==> src/rtl/instr_fetch_unit_if.sv <==
// Fetch-stage bus: instruction memory handshake, redirect input and the
// instruction slot handed to the IF/ID latch.
interface instr_fetch_unit_if #(
    parameter int unsigned PC_WIDTH    = 16,
    parameter int unsigned INSTR_WIDTH = 32
);
    logic                   stall;
    logic                   redirect;
    logic [PC_WIDTH-1:0]    redirect_pc;
    logic                   imem_req;
    logic [PC_WIDTH-1:0]    imem_addr;
    logic                   imem_ready;
    logic [INSTR_WIDTH-1:0] imem_rdata;
    logic [INSTR_WIDTH-1:0] instr;
    logic [PC_WIDTH-1:0]    instr_pc;
    logic                   instr_valid;

    modport master (
        input  stall, redirect, redirect_pc, imem_ready, imem_rdata,
        output imem_req, imem_addr, instr, instr_pc, instr_valid
    );

    modport slave (
        output stall, redirect, redirect_pc, imem_ready, imem_rdata,
        input  imem_req, imem_addr, instr, instr_pc, instr_valid
    );
endinterface

==> src/rtl/instr_fetch_unit.sv <==
// Instruction fetch stage: PC register, single-outstanding imem request,
// output slot plus one-entry skid so a stalled completion is never lost.
module instr_fetch_unit #(
    parameter int unsigned         PC_WIDTH    = 16,
    parameter int unsigned         INSTR_WIDTH = 32,
    parameter logic [PC_WIDTH-1:0] RESET_PC    = '0
) (
    input logic                clk,
    input logic                reset,
    instr_fetch_unit_if.master bus
);
    typedef enum logic [1:0] {
        S_REQ,
        S_HOLD,
        S_DROP
    } state_e;

    localparam logic [PC_WIDTH-1:0] PC_ONE = 1;

    state_e                 state_q, state_d;
    logic [PC_WIDTH-1:0]    pc_q, pc_d;
    logic [PC_WIDTH-1:0]    pending_pc_q, pending_pc_d;
    logic [INSTR_WIDTH-1:0] instr_q, instr_d;
    logic [PC_WIDTH-1:0]    instr_pc_q, instr_pc_d;
    logic                   instr_valid_q, instr_valid_d;
    logic [INSTR_WIDTH-1:0] skid_instr_q, skid_instr_d;
    logic [PC_WIDTH-1:0]    skid_pc_q, skid_pc_d;
    logic                   skid_valid_q, skid_valid_d;

    logic req;
    logic done;
    logic can_load;

    assign req      = (state_q == S_REQ || state_q == S_DROP) && !reset;
    assign done     = req && bus.imem_ready;
    assign can_load = !instr_valid_q || !bus.stall;

    assign bus.imem_req    = req;
    assign bus.imem_addr   = pc_q;
    assign bus.instr       = instr_q;
    assign bus.instr_pc    = instr_pc_q;
    assign bus.instr_valid = instr_valid_q;

    always_comb begin
        state_d       = state_q;
        pc_d          = pc_q;
        pending_pc_d  = pending_pc_q;
        instr_d       = instr_q;
        instr_pc_d    = instr_pc_q;
        // A consumed slot empties unless something below refills it.
        instr_valid_d = instr_valid_q && bus.stall;
        skid_instr_d  = skid_instr_q;
        skid_pc_d     = skid_pc_q;
        skid_valid_d  = skid_valid_q;

        if (bus.redirect) begin
            instr_valid_d = 1'b0;
            skid_valid_d  = 1'b0;
        end

        unique case (state_q)
            S_REQ: begin
                if (bus.redirect) begin
                    if (done) begin
                        pc_d = bus.redirect_pc;
                    end else begin
                        pending_pc_d = bus.redirect_pc;
                        state_d      = S_DROP;
                    end
                end else if (done) begin
                    pc_d = pc_q + PC_ONE;
                    if (can_load) begin
                        instr_d       = bus.imem_rdata;
                        instr_pc_d    = pc_q;
                        instr_valid_d = 1'b1;
                    end else begin
                        skid_instr_d = bus.imem_rdata;
                        skid_pc_d    = pc_q;
                        skid_valid_d = 1'b1;
                        state_d      = S_HOLD;
                    end
                end
            end
            S_HOLD: begin
                if (bus.redirect) begin
                    pc_d    = bus.redirect_pc;
                    state_d = S_REQ;
                end else if (!bus.stall) begin
                    instr_d       = skid_instr_q;
                    instr_pc_d    = skid_pc_q;
                    instr_valid_d = 1'b1;
                    skid_valid_d  = 1'b0;
                    state_d       = S_REQ;
                end
            end
            S_DROP: begin
                if (bus.redirect) begin
                    pending_pc_d = bus.redirect_pc;
                end
                // A redirect landing on the completing edge is the newest target.
                if (done) begin
                    pc_d    = bus.redirect ? bus.redirect_pc : pending_pc_q;
                    state_d = S_REQ;
                end
            end
            default: state_d = S_REQ;
        endcase
    end

    always_ff @(posedge clk) begin
        if (reset) begin
            state_q       <= S_REQ;
            pc_q          <= RESET_PC;
            pending_pc_q  <= RESET_PC;
            instr_q       <= '0;
            instr_pc_q    <= '0;
            instr_valid_q <= 1'b0;
            skid_instr_q  <= '0;
            skid_pc_q     <= '0;
            skid_valid_q  <= 1'b0;
        end else begin
            state_q       <= state_d;
            pc_q          <= pc_d;
            pending_pc_q  <= pending_pc_d;
            instr_q       <= instr_d;
            instr_pc_q    <= instr_pc_d;
            instr_valid_q <= instr_valid_d;
            skid_instr_q  <= skid_instr_d;
            skid_pc_q     <= skid_pc_d;
            skid_valid_q  <= skid_valid_d;
        end
    end
endmodule

==> src/flat_wrapper.sv <==
// flat-port wrapper written by rule: the top's interface ports become plain ports
module instr_fetch_unit_flat 
#(
    parameter int unsigned         PC_WIDTH    = 16,
    parameter int unsigned         INSTR_WIDTH = 32,
    parameter logic [PC_WIDTH-1:0] RESET_PC    = '0
)
  (clk, reset, bus_stall, bus_redirect, bus_redirect_pc, bus_imem_ready, bus_imem_rdata, bus_imem_req, bus_imem_addr, bus_instr, bus_instr_pc, bus_instr_valid);
  instr_fetch_unit_if #(.PC_WIDTH(PC_WIDTH), .INSTR_WIDTH(INSTR_WIDTH)) bus_i ();
  input logic clk;
  input logic reset;
  input wire logic [$bits(bus_i.stall)-1:0] bus_stall;
  input wire logic [$bits(bus_i.redirect)-1:0] bus_redirect;
  input wire logic [$bits(bus_i.redirect_pc)-1:0] bus_redirect_pc;
  input wire logic [$bits(bus_i.imem_ready)-1:0] bus_imem_ready;
  input wire logic [$bits(bus_i.imem_rdata)-1:0] bus_imem_rdata;
  output wire logic [$bits(bus_i.imem_req)-1:0] bus_imem_req;
  output wire logic [$bits(bus_i.imem_addr)-1:0] bus_imem_addr;
  output wire logic [$bits(bus_i.instr)-1:0] bus_instr;
  output wire logic [$bits(bus_i.instr_pc)-1:0] bus_instr_pc;
  output wire logic [$bits(bus_i.instr_valid)-1:0] bus_instr_valid;
  assign bus_i.stall = bus_stall;
  assign bus_i.redirect = bus_redirect;
  assign bus_i.redirect_pc = bus_redirect_pc;
  assign bus_i.imem_ready = bus_imem_ready;
  assign bus_i.imem_rdata = bus_imem_rdata;
  assign bus_imem_req = bus_i.imem_req;
  assign bus_imem_addr = bus_i.imem_addr;
  assign bus_instr = bus_i.instr;
  assign bus_instr_pc = bus_i.instr_pc;
  assign bus_instr_valid = bus_i.instr_valid;
  instr_fetch_unit #(.PC_WIDTH(PC_WIDTH), .INSTR_WIDTH(INSTR_WIDTH), .RESET_PC(RESET_PC)) u_core (.clk(clk), .reset(reset), .bus(bus_i));
endmodule
==> config.mk <==
export PLATFORM = sky130hd
export DESIGN_NAME = instr_fetch_unit_flat
export DESIGN_NICKNAME = d
export VERILOG_FILES = /design/src/rtl/instr_fetch_unit_if.sv /design/src/rtl/instr_fetch_unit.sv /design/src/flat_wrapper.sv
export SDC_FILE = /design/constraint.sdc
export NUM_CORES = 1
export LEC_CHECK = 0
export ABC_AREA = 0
export CAP_MARGIN = 20
export CORE_MARGIN = 1
export CORE_UTILIZATION = 47
export CTS_CLUSTER_DIAMETER = 100
export DETAILED_ROUTE_END_ITERATION = 10
export PLACE_DENSITY = 0.76
export SLEW_MARGIN = 0
export SYNTH_ARGS = -nofsm -noshare
export SYNTH_HDL_FRONTEND = slang
export SYNTH_SLANG_ARGS = --single-unit
export TNS_END_PERCENT = 5
==> constraint.sdc <==
create_clock -name clk -period 1.8 [get_ports clk]
set_clock_uncertainty 0.05 [all_clocks]
set_input_delay 0.27 -clock clk [delete_from_list [all_inputs] [get_ports clk]]
set_output_delay 0.27 -clock clk [all_outputs]
set_load 0.05 [all_outputs]
Word-level counts from Yosys, hierarchy flattened
Cells that the tools add are included.

Bitwise operators: 2. Reduce and logical (&&, ||, !) cells: 17. Add/sub/neg operators: 1. Eq/ne operators: 15. Multiplexer cells: 37.

Operators with widths (count): 2-to-1 mux 16 bit (13); 2-to-1 mux 32 bit (5); case mux 16 bit (2 select lines) (2); case mux 32 bit (2 select lines) (1); case mux 16 bit (3 select lines) (1); adder 16 x 1 -> 16 bit, second input constant (1); 2-to-1 mux 2 bit (7); inequality test 2 bit, second input constant (6); inequality test 3 bit, second input constant (3); AND reduction 4 bit (2); 2-to-1 mux 1 bit (6); inequality test 2 x 1 -> 1 bit, second input constant (3); case mux 2 bit (3 select lines) (1); AND reduction 6 bit (1); AND reduction 5 bit (1); nonzero test 2 bit (2); logical AND 1 bit (3); zero test 1 bit (3); inequality test 3 x 2 -> 1 bit, second input constant (1); AND reduction 3 bit (1); nonzero test 3 bit (1); equality test 2 x 1 -> 1 bit, second input constant (1); equality test 2 bit, second input constant (1); zero test 2 bit (1); 3 further kinds (5).

Output and inout bits: 66. Word-level logic and storage cells: 80. Bits of input ports: 53. Flip-flop bits (word level): 131.

Depth between registers and ports, before layout
Depth after elaboration: 7. Depth in mapped cells: 9. Gate-level depth less buffers: 7.

Worst setup path after synthesis
Ideal clock, no wire load.

Path type: register -> register. From: register u_core.pc_q[0], in the netlist u_core.bus.imem_addr[0]. To: register u_core.pc_q[14], in the netlist u_core.bus.imem_addr[14]. Cell stages (with the launch flop): 7. Setup slack: -324 ps. Arrival time: 1973 ps. Cell sequence: dfxtp_1 > ha_1 > nand4_1 > nor4_1 > xor2_1 > nand2b_1 > o41ai_1.

Cells in the longest elaborated chain, start to end: 4.

Ends and longest elaborated chain: start, declared (line instr_fetch_unit.sv:21) `logic [PC_WIDTH-1:0] pc_q, pc_d;`; start signal, assigned (line instr_fetch_unit.sv:123) `pc_q <= pc_d;`; adder 16 x 1 -> 16 bit (line instr_fetch_unit.sv:71) `pc_d = pc_q + PC_ONE;`; 2-to-1 mux 16 bit (line instr_fetch_unit.sv:70) `end else if (done) begin`; 2-to-1 mux 16 bit (line instr_fetch_unit.sv:63) `if (bus.redirect) begin`; case mux 16 bit (3 select lines) (line instr_fetch_unit.sv:61) `unique case (state_q)`.

No other way between the ends. The select of a mux whose other input is x is not followed. A chain may end at the register's enable or synchronous reset.

Worst setup path in the final report
From: register u_core.state_q[0]. To: register u_core.pc_q[13], in the netlist u_core.bus.imem_addr[13].

Cells in the longest elaborated chain, start to end: 6.

Ends and longest elaborated chain: start, declared (line instr_fetch_unit.sv:20) `state_e state_q, state_d;`; start signal, assigned (line instr_fetch_unit.sv:122) `state_q <= state_d;`; equality test 2 bit / zero test 2 bit (equally long branches) (line instr_fetch_unit.sv:34, instr_fetch_unit.sv:61); logical OR 1 bit (line instr_fetch_unit.sv:34) `assign req = (state_q == S_REQ || state_q == S_DROP) && !reset;`; logical AND 1 bit (line instr_fetch_unit.sv:34); logical AND 1 bit (line instr_fetch_unit.sv:35) `assign done = req && bus.imem_ready;`; inequality test 2 x 1 -> 1 bit (no line); AND reduction 4 bit (no line).

Several ways; a longest one is shown, not always the timed one.

==> results.py <==
metrics = {
    "worst_setup_path": {
        "path_cells": "inv_4 -> ha_4 -> or2_4 -> buf_6 -> a211oi_4 -> buf_2 -> nor3_1 -> a31o_2",
        "cp.required_ps": 2060,
        "crit_arrival_ps": 2240,
        "cp-end-kind": "flip-flop",
        "critPathMaxStageDelay_ps": 360,
        "critPathTopFamily": "compound AO/OA/AOI/OAI gates",
        "cp-start-kind": "flip-flop",
        "path_buf_inv": 3,
        "crit_type": "flip-flop to flip-flop",
        "critPathMaxFanout": 6,
        "cpMaxStageDelayCell": "dfxtp_4",
    },
    "clock_network": {
        "hold_buffers": 0,
        "htreeDepth": 4,
        "clk_latency_ps": 410,
        "cts.sinks": 131,
        "cts.reportedPaths.clkPinSlew_ps": 50,
        "cts_tree": "done",
        "clockBufferDepth": 2,
        "cts_made_buffers": 17,
        "cts-root-buf": "clkbuf_16",
    },
    "drt": {
        "vias_per_cell": 5.54,
        "drtIter0Drc": 471,
        "dr.pass1.iters": 5,
        "ant_nets": 0,
        "wire_per_inst_um": 16.5,
        "vias": 5776,
        "routed_wl_mm": 17.2,
        "post-route-drc-count": 0,
    },
    "synth": {
        "synth-edff-count": 0,
        "synth_top_flop_cell": "dfxtp_1",
        "synth.cell_area_um2": 6030,
        "async_flop_share": 0,
        "synth.top_cell.area_share": 0.435,
        "synth_common_cells": "131 x dfxtp_1, 112 x nand2_1, 74 x nor2_1",
        "syn_nets": 756,
        "yosys.cell_types.count": 56,
        "synth-seq-area-share": 0.435,
        "synth_seq_cells": 131,
        "synthTopCellsByArea": "dfxtp_1 43%, mux2i_1 11%, nand2_1 7.0%, a211oi_1 6.1%, a21oi_1 5.6%",
        "ys_warn_count": 0,
        "synth.most_common_cell": "dfxtp_1",
        "avgSynthCellArea_um2": 8.64,
        "yosysTopAreaCell": "dfxtp_1",
        "netlist_instances": 698,
    },
    "grt": {
        "grt_pass1_wl_mm": 26.2,
        "grt_overflow": 0,
        "grt_usage": 0.251,
        "grt_max_degree": 60,
        "grt_pass1_vias": 5483,
        "antenna_found_initial": 0,
    },
    "sta": {
        "worst_hold_slack_ps": 237,
        "rsz0062_at_grt": "yes",
        "layout_setup_ws_ps": -186,
        "fin_crit_sh": 1.10,
        "max_slew_margin": 0.541,
        "period_needed_ps": 1990,
        "hold_viol_final": 0,
        "max_freq_mhz": 503,
        "fin_setup_tns_ps": -4450,
        "finalSetupViolCount": 62,
        "drv_slew": 0,
        "tightest_slew_ps": 689,
    },
    "floorplan": {
        "die-height_um": 115,
        "die_w_um": 115,
        "die_area_um2": 13300,
        "initial_core_util": 0.480,
        "fp-row-count": 41,
        "core-area_um2": 12600,
        "ios": 119,
    },
    "run_status": {
        "status": "finished, violations left",
        "violations": "negative setup slack",
    },
    "pwr": {
        "powerDensity_nw_per_um2": 925,
        "ir_drop_mv": 0.509,
        "p_leak_nw": 3.31,
    },
    "cells_and_area": {
        "drive_gt1_frac": 0.256,
        "syn_to_final_growth_pct": 44.4,
        "layout.nets": 917,
        "antennaDiodeCount": 0,
    },
    "placed_design": {
        "port_buffers": 118,
        "finalWeightedCongestion": 0.862,
        "hpwlAfterDp_mm": 10.8,
    },
    "min_path": {
        "hold_path_class": "primary input to flip-flop",
    },
    "flow_run": {
        "cap_violations": 0,
    },
}
[power breakdown]
group	switching, mW	internal, mW	total, mW	leakage, nW
Sequential	0.105	3.04	3.14	1.07
Combinational	0.927	0.664	1.59	1.96
Clock	1.19	2.13	3.32	0.278
Total	2.22	5.83	8.05	3.31
[worst min-delay path, stage by stage]
cell	delay, ps
buf_4	110
buf_4	220
nor2_1	60
[final cells by class]
class | instances | area (um^2)
inverters | 8 | 35.0
clock inverters | 5 | 75.1
flip-flops and latches | 131 | 2650
multi-input cells | 497 | 3260
clock buffers | 26 | 489
well taps | 172 | 215
repair buffers | 204 | 1990
fillers | 983 | 3860
[through the flow]
step,power [mW],util,setup WS [ps],instance area (um^2),instances
final,8.05,0.693,-186,8700,1043
after global routing,8.32,0.693,-214,8700,1043
after CTS,7.99,0.674,-113,8470,1036
after detailed placement,4.64,0.611,-320,7680,993
after global placement,4.61,0.611,-235,7680,993
after floorplan,4.09,-,-71.8,6080,698
[cells by family after synthesis]
kind of cell    after synthesis  synth area share
compound gates              177             0.191
xor+xnor                     10            0.0145
fa+ha+maj                     5            0.0104
buf+inv                      70            0.0587
flops                       131             0.435
mux                          72             0.121
simple gates                233             0.170
[final timing paths]
| path | to | from | cells past startpoint | slack [ps] |
|---|---|---|---|---|
| setup / recovery | u_core.bus.imem_addr[13] | u_core.state_q[0] | 8 | -190 |
| hold reg to reg | u_core.skid_pc_q[4] | u_core.skid_pc_q[4] | 2 | 400 |
| setup reg to reg | u_core.bus.imem_addr[13] | u_core.state_q[0] | 8 | -190 |
| hold / removal | u_core.bus.imem_addr[0] | reset | 3 | 240 |
[cells in the final DEF, fill, tap and decap left out, types with 11 or more instances in the layout]
cell             netlist  final
nand2_1              112    112
dfxtp_1              131    116
dfxtp_2                0     13
buf_4                  5     93
o21ai_0               20     17
a211oi_2               1     15
clkdlybuf4s50_1        0     51
buf_12                 0     11
a211oi_1              49     34
a21oi_1               68     65
nor2_1                74     67
clkbuf_16              0     19
dlygate4sd2_1          0     31
mux2i_1               65     65
[repair_timing]
action / CTS / global route
pin swaps: 20 / 25
endpoints found under the setup margin: 98 / 115
gates cloned: 4 / 3
setup buffers: 8 / 5
gates resized for setup: 52 / 40
[state kept, by name, indices dropped and copies added (netlist names)]
signal	count
u_core.bus.instr	32
u_core.skid_instr_q	32
u_core.bus.imem_addr	16
u_core.bus.instr_pc	16
u_core.pending_pc_q	16
u_core.skid_pc_q	16
u_core.state_q	2
u_core.bus.instr_valid	1
[layer usage]
layer,GRT usage,vias to the layer above,share of wire
li1,-,2788,-
met1,0.308,2709,0.42
met2,0.424,228,0.49
met3,0.0459,51,0.056
met4,0.126,0,0.034
met5,0,-,0
(Power assumes the default switching activity.)
